<file path="src/rtl/vrc3x_pkg.sv">
// Shared constants and types for the VRC3-class mapper core (chip_vrc3x).
package vrc3x_pkg;

  localparam logic [2:0] REG_LATCH0 = 3'd0;
  localparam logic [2:0] REG_LATCH1 = 3'd1;
  localparam logic [2:0] REG_LATCH2 = 3'd2;
  localparam logic [2:0] REG_LATCH3 = 3'd3;
  localparam logic [2:0] REG_CTRL   = 3'd4;
  localparam logic [2:0] REG_ACK    = 3'd5;
  localparam logic [2:0] REG_BANK   = 3'd7;

  localparam int CTRL_EA = 0;
  localparam int CTRL_E  = 1;
  localparam int CTRL_M  = 2;
  localparam int CTRL_O  = 3;

  localparam logic [7:0] SST_LATCH_LO = 8'd0;
  localparam logic [7:0] SST_LATCH_HI = 8'd1;
  localparam logic [7:0] SST_CNT_LO   = 8'd2;
  localparam logic [7:0] SST_CNT_HI   = 8'd3;
  localparam logic [7:0] SST_CTRL     = 8'd4;
  localparam logic [7:0] SST_BANK     = 8'd5;
  localparam logic [7:0] SST_PRESC    = 8'd6;

  // Field order puts ea at bit 0 so the struct lines up with the ctrl write data.
  typedef struct packed {
    logic o;
    logic m;
    logic e;
    logic ea;
  } ctrl_t;

endpackage

</file>
<file path="src/rtl/vrc3x_irq_cnt.sv">
// CPU-cycle IRQ counter: prescaler, 8/16-bit counter with reload, one-shot and irq_n.
// Save-state access is built only when VRC3X_SST_EN is defined.
module vrc3x_irq_cnt
  import vrc3x_pkg::*;
#(
  parameter int PRESCALE = 1
) (
  input  logic       clk,
  input  logic       rst_n,
  input  logic       m2_fall,
  input  logic       wr_en,
  input  logic [2:0] wr_reg,
  input  logic [3:0] wr_nib,
`ifdef VRC3X_SST_EN
  input  logic [7:0] sst_addr,
  input  logic       sst_we,
  input  logic [7:0] sst_wdat,
  output logic [7:0] sst_rdat,
`endif
  output logic       irq_n
);

  localparam logic [7:0] PMAX = 8'(PRESCALE - 1);

  logic [15:0] latch, counter, cnt_nxt;
  logic [7:0]  presc;
  ctrl_t       ctrl;
  logic        wr_ctrl, wr_ack, step, wrap, ovf;

  assign wr_ctrl = wr_en && (wr_reg == REG_CTRL);
  assign wr_ack  = wr_en && (wr_reg == REG_ACK);
  // A ctrl/ack write on the same M2 fall swallows that fall's tick entirely.
  assign step    = m2_fall && ctrl.e && !wr_ctrl && !wr_ack;
  assign wrap    = (presc == PMAX);
  assign ovf     = ctrl.m ? (counter[7:0] == 8'hFF) : (counter == 16'hFFFF);

  always_comb begin
    cnt_nxt = counter + 16'd1;
    if (ctrl.m) cnt_nxt = {counter[15:8], counter[7:0] + 8'd1};
    if (ovf)    cnt_nxt = ctrl.m ? {counter[15:8], latch[7:0]} : latch;
  end

  always_ff @(posedge clk or negedge rst_n) begin
    if (!rst_n) begin
      latch   <= '0;
      counter <= '0;
      presc   <= '0;
      ctrl    <= '0;
      irq_n   <= 1'b1;
    end else begin
      if (wr_en) begin
        case (wr_reg)
          REG_LATCH0: latch[3:0]   <= wr_nib;
          REG_LATCH1: latch[7:4]   <= wr_nib;
          REG_LATCH2: latch[11:8]  <= wr_nib;
          REG_LATCH3: latch[15:12] <= wr_nib;
          REG_CTRL: begin
            ctrl  <= ctrl_t'(wr_nib);
            irq_n <= 1'b1;
            presc <= '0;
            if (wr_nib[CTRL_E]) counter <= latch;
          end
          REG_ACK: begin
            irq_n  <= 1'b1;
            ctrl.e <= ctrl.ea;
          end
          default: ;
        endcase
      end
      if (step) begin
        presc <= wrap ? 8'd0 : presc + 8'd1;
        if (wrap) begin
          counter <= cnt_nxt;
          if (ovf) begin
            irq_n <= 1'b0;
            if (ctrl.o) ctrl.e <= 1'b0;
          end
        end
      end
`ifdef VRC3X_SST_EN
      if (sst_we) begin
        case (sst_addr)
          SST_LATCH_LO: latch[7:0]    <= sst_wdat;
          SST_LATCH_HI: latch[15:8]   <= sst_wdat;
          SST_CNT_LO:   counter[7:0]  <= sst_wdat;
          SST_CNT_HI:   counter[15:8] <= sst_wdat;
          SST_CTRL: begin
            ctrl  <= ctrl_t'(sst_wdat[3:0]);
            irq_n <= !sst_wdat[4];
          end
          SST_PRESC:    presc <= sst_wdat;
          default: ;
        endcase
      end
`endif
    end
  end

`ifdef VRC3X_SST_EN
  logic unused_sst;
  assign unused_sst = ^sst_wdat[7:5];

  always_comb begin
    sst_rdat = 8'hFF;
    case (sst_addr)
      SST_LATCH_LO: sst_rdat = latch[7:0];
      SST_LATCH_HI: sst_rdat = latch[15:8];
      SST_CNT_LO:   sst_rdat = counter[7:0];
      SST_CNT_HI:   sst_rdat = counter[15:8];
      SST_CTRL:     sst_rdat = {3'b000, !irq_n, ctrl};
      SST_PRESC:    sst_rdat = presc;
      default: ;
    endcase
  end
`endif

endmodule

</file>
<file path="src/rtl/chip_vrc3x.sv">
// VRC3-class mapper top: M2 synchroniser, bus capture, PRG/WRAM decode, bank register.
// Optional save-state port enabled by VRC3X_SST_EN.
module chip_vrc3x
  import vrc3x_pkg::*;
#(
  parameter int PRG_W    = 3,
  parameter int PRESCALE = 1
) (
  input  logic             clk,
  input  logic             rst_n,
  input  logic             cpu_m2,
  input  logic             cpu_rw,
  input  logic [15:0]      cpu_addr,
  input  logic [7:0]       cpu_data,
  output logic             irq_n,
  output logic             wram_ce_n,
  output logic             prg_ce_n,
`ifdef VRC3X_SST_EN
  input  logic [7:0]       sst_addr,
  input  logic             sst_we,
  input  logic [7:0]       sst_wdat,
  output logic [7:0]       sst_rdat,
`endif
  output logic [PRG_W-1:0] prg_addr
);

  logic             m2_q1, m2_s, m2_s_d, m2_fall;
  logic [3:0]       cap_addr;
  logic             cap_rw;
  logic [7:0]       cap_data;
  logic [PRG_W-1:0] bank;
  logic             wr_en;
  logic             unused_bits;

  always_ff @(posedge clk or negedge rst_n) begin
    if (!rst_n) begin
      m2_q1  <= 1'b0;
      m2_s   <= 1'b0;
      m2_s_d <= 1'b0;
    end else begin
      m2_q1  <= cpu_m2;
      m2_s   <= m2_q1;
      m2_s_d <= m2_s;
    end
  end

  assign m2_fall = m2_s_d && !m2_s;

  // Bus is sampled throughout the synchronised high phase; the last sample commits at the fall.
  always_ff @(posedge clk or negedge rst_n) begin
    if (!rst_n) begin
      cap_addr <= '0;
      cap_rw   <= 1'b1;
      cap_data <= '0;
    end else if (m2_s) begin
      cap_addr <= cpu_addr[15:12];
      cap_rw   <= cpu_rw;
      cap_data <= cpu_data;
    end
  end

  assign wr_en = m2_fall && !cap_rw && cap_addr[3];

  always_ff @(posedge clk or negedge rst_n) begin
    if (!rst_n) begin
      bank <= '0;
    end else begin
      if (wr_en && (cap_addr[2:0] == REG_BANK)) bank <= cap_data[PRG_W-1:0];
`ifdef VRC3X_SST_EN
      if (sst_we && (sst_addr == SST_BANK)) bank <= sst_wdat[PRG_W-1:0];
`endif
    end
  end

  assign wram_ce_n = !(m2_s && (cpu_addr[15:13] == 3'b011));
  assign prg_ce_n  = !cpu_addr[15];
  assign prg_addr  = cpu_addr[14] ? '1 : bank;

  assign unused_bits = ^{cpu_addr[11:0], cap_data};

`ifdef VRC3X_SST_EN
  logic [7:0] cnt_rdat;
  assign sst_rdat = (sst_addr == SST_BANK) ? 8'(bank) : cnt_rdat;
`endif

  vrc3x_irq_cnt #(.PRESCALE(PRESCALE)) u_irq (
    .clk      (clk),
    .rst_n    (rst_n),
    .m2_fall  (m2_fall),
    .wr_en    (wr_en),
    .wr_reg   (cap_addr[2:0]),
    .wr_nib   (cap_data[3:0]),
`ifdef VRC3X_SST_EN
    .sst_addr (sst_addr),
    .sst_we   (sst_we),
    .sst_wdat (sst_wdat),
    .sst_rdat (cnt_rdat),
`endif
    .irq_n    (irq_n)
  );

endmodule

</file>
<file path="config.mk">
export PLATFORM = sky130hd
export DESIGN_NAME = chip_vrc3x
export DESIGN_NICKNAME = d
export VERILOG_FILES = /design/src/rtl/vrc3x_pkg.sv /design/src/rtl/vrc3x_irq_cnt.sv /design/src/rtl/chip_vrc3x.sv
export SDC_FILE = /design/constraint.sdc
export NUM_CORES = 1
export LEC_CHECK = 0
export BUFFER_PORTS_ARGS = -buffer_cell sky130_fd_sc_hd__buf_2
export CAP_MARGIN = 20
export CORE_MARGIN = 1
export CORE_UTILIZATION = 54
export CTS_CLUSTER_SIZE = 40
export DETAILED_ROUTE_END_ITERATION = 10
export PLACE_DENSITY = 0.79
export SETUP_SLACK_MARGIN = 0.05
export SYNTH_ARGS = -nofsm -noshare
export SYNTH_HDL_FRONTEND = slang
export SYNTH_SLANG_ARGS = --single-unit
</file>
<file path="constraint.sdc">
create_clock -name clk -period 3.3 [get_ports clk]
set_clock_uncertainty 0.05 [all_clocks]
set_input_delay 0.165 -clock clk [delete_from_list [all_inputs] [get_ports clk]]
set_output_delay 0.165 -clock clk [all_outputs]
set_load 0.005 [all_outputs]
</file>
### Word level (Yosys, flattened, before mapping)

Cells that the tools add are included.
W data, S select, Z words.

* register bits: 60
* bits of input ports: 28
* output and inout port bits: 6
* logic and storage cells: 85

* add/sub/neg operators: 3
* equal/unequal tests: 10
* multiplexer cells: 26
* reduce and logical (&&, ||, !) cells: 27

Operators by type and width (number)
* $mux W16: 8
* $mux W8: 4
* $add A16 B1 Y16 const B: 1
* $add A8 B1 Y8 const B: 2
* $eq A16 B16 Y1 const B: 1
* $reduce_and A2 Y1: 6
* $mux W1: 11
* $logic_and A1 B1 Y1: 10
* $eq A3 B2 Y1 const B: 3
* $eq A3 B3 Y1 const B: 3
* $eq A8 B8 Y1 const B: 1
* $logic_not A8 Y1: 1
* $logic_not A1 Y1: 6
* $reduce_bool A2 Y1: 2
* $eq A3 B1 Y1 const B: 1
* $logic_not A3 Y1: 1
* $mux W3: 1
* $ne A3 B3 Y1 const B: 1
* $mux W2: 1
* $pmux W1 S2: 1
* $reduce_or A2 Y1: 1

### Longest topological paths before layout

* word-level depth: 10
* mapped depth: 9
* mapped depth without buffers: 7

### Cells and area by module

From an unflattened synthesis, not the netlist that was laid out.

* cell total of the unflattened synthesis: 283
* area, all modules: 3178.0 sq um

By module, submodules not included
* vrc3x_irq_cnt: times used 1, cells an instance 247, area each 2591.2 sq um, sequential area each 1127.3 sq um
* chip_vrc3x: times used 1, cells an instance 36, area each 586.8 sq um, sequential area each 376.6 sq um

### Worst setup path before layout

No wires, ideal clock.

* path type: register -> register
* start point: reg u_irq.presc[0]
* end point: reg u_irq.counter[9]
* setup time: 0.130 ns
* arrival: 2.167 ns
* data required time: 3.120 ns
* slack: 0.953 ns
* stages on the path, launching flop included: 9
* path buffers: 2
* clock period less this slack: 2.347 ns
* cell sequence: dfrtp_1 > inv_1 > ha_1 > or4b_4 > or4_4 > buf_6 > buf_6 > a2111oi_2 > a21oi_1

* cells in the longest elaborated chain, start to end: 3
* elaborated cells between the ends (all ways): 4
* classes of those cells: eq/ne: 1; mux: 2; reduce/logical: 1

RTL lines
* start: declaration: RTL line vrc3x_irq_cnt.sv:26 `logic [7:0] presc;`
* start signal: assignment: RTL line vrc3x_irq_cnt.sv:71 `presc <= wrap ? 8'd0 : presc + 8'd1;`
* $logic_not A8 Y1 (*): RTL line vrc3x_irq_cnt.sv:34 `assign wrap = (presc == PMAX);`
* $mux W16: RTL line vrc3x_irq_cnt.sv:72 `if (wrap) begin`
* $mux W16: RTL line vrc3x_irq_cnt.sv:70 `if (step) begin`
* end signal: assignment: RTL line vrc3x_irq_cnt.sv:61 `if (wr_nib[CTRL_E]) counter <= latch;`
* end signal: assignment: RTL line vrc3x_irq_cnt.sv:73 `counter <= cnt_nxt;`
* end: declaration: RTL line vrc3x_irq_cnt.sv:25 `logic [15:0] latch, counter, cnt_nxt;`

Every way passes the cells marked *; elsewhere a longest branch is shown, timed or not.
A chain may end at the register's enable or synchronous reset.

### Worst setup path after layout

* start point: reg u_irq.presc[0]
* end point: reg u_irq.counter[10]

Same word-level chain as after synthesis.

==> impl_metrics.py <==
metrics = {
    "clock_tree": {
        "htreeDepth": 3,
        "cts_max_path_buffers": 2,
        "clock_sinks": 60,
        "cts_tree": "built",
        "cts_buffers": 9,
        "cts_setup_buffers": 0,
        "cts_root_buf": "clkbuf_8",
        "clkLatencyLatePin_ns": 0.34,
        "clkTransAtPathRegs_ns": 0.07,
    },
    "pwr": {
        "power_density_nw_per_um2": 560,
        "p_sw_share_pct": 29.4,
        "switching_power_uw": 564,
        "p_leak_nw": 1.43,
        "p_int_mw": 1.35,
        "pwr-share-seq_pct": 52.8,
        "combPwrFrac_pct": 16.0,
        "p_clk_share_pct": 31.2,
        "vdd.ir_drop.worst_v": 0.000576,
    },
    "worst_setup_path": {
        "cp_slowest_cell": "or4_4",
        "worstPathRequired_ns": 3.53,
        "worstSetupEndpointType": "register",
        "ff2ff_setup_slack_ns": 0.72,
        "max_stage_delay_ns": 0.64,
        "path_class": "register to register",
        "path_delay_family": "simple AND/OR/NAND/NOR gates",
        "crit_buf_inv": 1,
        "crit_fanout": 17,
        "crit_arrival_ns": 2.80,
        "worstPathCellList": "inv_1 > ha_1 > or4b_4 > or4_4 > o31ai_4 > o311ai_1 > o21ai_2",
        "start_kind": "register",
    },
    "global_routing": {
        "antenna_found_initial": 0,
        "grt_start_max_net_pins": 37,
        "grt_use_total_pct": 25.1,
        "grt_first_pass_wirelength_um": 11500,
        "grt_overflow_total": 0,
        "grt_pass1_vias": 2449,
    },
    "cells_and_area": {
        "area_growth_pct": 11.5,
        "diodes": 0,
        "nets": 344,
        "drive_gt1_share_pct": 25.2,
    },
    "synthesis": {
        "syn_inst": 288,
        "ys_types": 57,
        "yosysSeqAreaShare_pct": 49.1,
        "synthesis.nets": 319,
        "yosys_register_bits": 60,
        "yosys_warnings": 0,
        "async_reset_ff_share_pct": 100,
        "avgSynthCellArea_sq_um": 10.6,
        "synth_edf_count": 0,
        "synth_flop_cell": "dfrtp_1",
        "synth_area_sq_um": 3070,
    },
    "outcome": {
        "outcome": "completed",
    },
    "run": {
        "drv_cap": 0,
    },
    "floorplan": {
        "core.rowCount": 27,
        "die_h_um": 77.3,
        "ioPinCount": 34,
        "die_area_sq_um": 5980,
        "initial_core_util_pct": 56.0,
        "core_area_sq_um": 5470,
        "die_width_um": 77.3,
    },
    "sta": {
        "finalSetupTns_ns": 0,
        "whs_ns": 0.00691,
        "setup_ws_ns": 0.724,
        "setup_viol": 0,
        "rsz0062_at_grt": "no",
        "tightest_slew_ns": 0.783,
        "fmax_ghz": 0.388,
        "hold_viol_final": 0,
        "slew_headroom_pct": 47.6,
        "slew_viol_final": 0,
        "period_share_pct": 78.0,
        "finalCriticalPeriod_ns": 2.58,
    },
    "drt": {
        "wl_per_cell_um": 17.4,
        "drcViolationCount": 0,
        "drt_iter0_drc": 278,
        "num_vias": 2423,
        "wl_um": 6780,
        "drtAntennaViolNets": 0,
        "viasPerCell": 6.21,
        "dr.pass1.iters": 4,
    },
    "min_path": {
        "min_path_type": "input port to register",
    },
    "place": {
        "hpwl_um": 4560,
        "dp_slack_ns": 0.735,
        "numPortBuffers": 17,
        "gp_congestion": 0.872,
    },
}
-- repair_timing --
item / 4_1_cts / 5_1_grt
setup endpoints to repair: 0 / 0
hold endpoints to repair: 35 / 0
hold buffers: 3 / 0
gates resized for setup: 0 / 0
-- state kept, by name, indices dropped and copies added, names as in the netlist --
register       count
bank               3
cap_addr           4
cap_data           4
cap_rw             1
m2_q1              1
m2_s               1
m2_s_d             1
u_irq.counter     16
u_irq.ctrl         4
u_irq.irq_n        1
u_irq.latch       16
u_irq.presc        8
-- worst paths after layout --
| kind | from | end | depth (start not counted) |
|---|---|---|---|
| hold reg to reg | m2_q1 | m2_s | 0 |
| setup / recovery | u_irq.presc[0] | u_irq.counter[10] | 7 |
| setup reg to reg | u_irq.presc[0] | u_irq.counter[10] | 7 |
| max in group asynchronous | rst_n | u_irq.ctrl[1] | 3 |
| hold / removal | cpu_data[1] | cap_data[1] | 3 |
| min in group asynchronous | rst_n | u_irq.counter[4] | 2 |
-- placed cells by master (no fill, tap or decap), types with 5 or more instances in the layout --
master	Yosys	routed
a21oi_1	7	7
a221o_1	6	6
and3_1	7	7
buf_2	0	17
clkbuf_8	0	11
dfrtp_1	58	58
inv_1	10	10
mux2_2	27	27
nand2_1	17	17
nand3_1	10	10
nand4_1	8	8
nor2_1	19	19
nor3_1	12	12
nor3b_1	5	5
nor4_1	5	5
o21ai_0	21	21
or2_2	5	5
or3_1	5	5
-- worst register-to-register path: cells and delay by family, from the launching register on --
kind / cells / cell delay, ns
flip-flops: 1 / 0.43
AO/OA/AOI/OAI: 3 / 0.71
adder cells (fa/ha/maj): 1 / 0.14
buffers and inverters: 1 / 0.08
AND/OR/NAND/NOR: 2 / 1.12
-- cells in the mapped netlist, drive strengths merged, types with 3 or more instances --
master / number / share of area [%]
o31ai: 3 / 1.2
nand2b: 4 / 0.82
mux2: 27 / 9.9
xnor2: 3 / 0.86
and3: 7 / 1.4
dfrtp: 58 / 47
nand4: 8 / 1.6
inv: 10 / 1.2
or3: 5 / 1.0
nand3: 10 / 1.6
or2: 5 / 1.0
ha: 3 / 1.2
nor3: 12 / 2.0
o21ai: 24 / 4.0
a221o: 6 / 2.0
nor3b: 5 / 1.2
nand2: 18 / 2.3
buf: 3 / 0.86
nor2: 19 / 2.3
nor4: 7 / 1.8
clkbuf: 6 / 0.73
a21oi: 7 / 1.1
-- routing by layer --
| layer | GRT usage, % | wire [um] | vias to the layer above |
|---|---|---|---|
| met5 | 0 | 0 | - |
| met4 | 11.9 | 96 | 0 |
| met3 | 5.29 | 360 | 9 |
| met2 | 40.5 | 3240 | 82 |
| met1 | 32.4 | 3080 | 1189 |
| li1 | - | - | 1143 |
-- kinds of logic (layout without fill, tap and decap cells) --
group / count (synthesis) / in the layout / synth area share (%)
XOR/XNOR: 4 / 4 / 1.14
multiplexers: 28 / 28 / 10.2
AO/OA/AOI/OAI: 63 / 63 / 14.9
flip-flops: 60 / 60 / 49.1
AND/OR/NAND/NOR: 111 / 111 / 20.6
buffers and inverters: 19 / 49 / 2.82
adder cells (fa/ha/maj): 3 / 3 / 1.22
-- power groups by stage --
stage	Sequential [mW]	Clock [mW]	Combinational [mW]
detailed placement	1.02	0	0.303
floorplan	0.965	0	0.249
CTS	1.01	0.604	0.308
global placement	1.01	0	0.293
finish	1.01	0.597	0.307
global route	1.03	0.635	0.344
-- final cells by class --
cell class	instances	area, sq um
clock inverters	1	7.51
inverters	10	37.5
multi-input cells	209	1480
repair buffers	23	138
clock buffers	15	166
flip-flops and latches	60	1500
fillers	472	2050
well taps	72	90.1
-- metrics by stage --
| stage | instance area [sq um] | utilization, % | power (mW) | instances |
|---|---|---|---|---|
| finish | 3420 | 62.5 | 1.91 | 390 |
| global route | 3420 | 62.5 | 2.01 | 390 |
| CTS | 3420 | 62.5 | 1.92 | 390 |
| detailed placement | 3210 | 58.7 | 1.32 | 371 |
| floorplan | 3070 | - | 1.21 | 288 |
| global placement | 3210 | 58.7 | 1.30 | 371 |
Note: power is estimated with default switching activity, not from simulation.
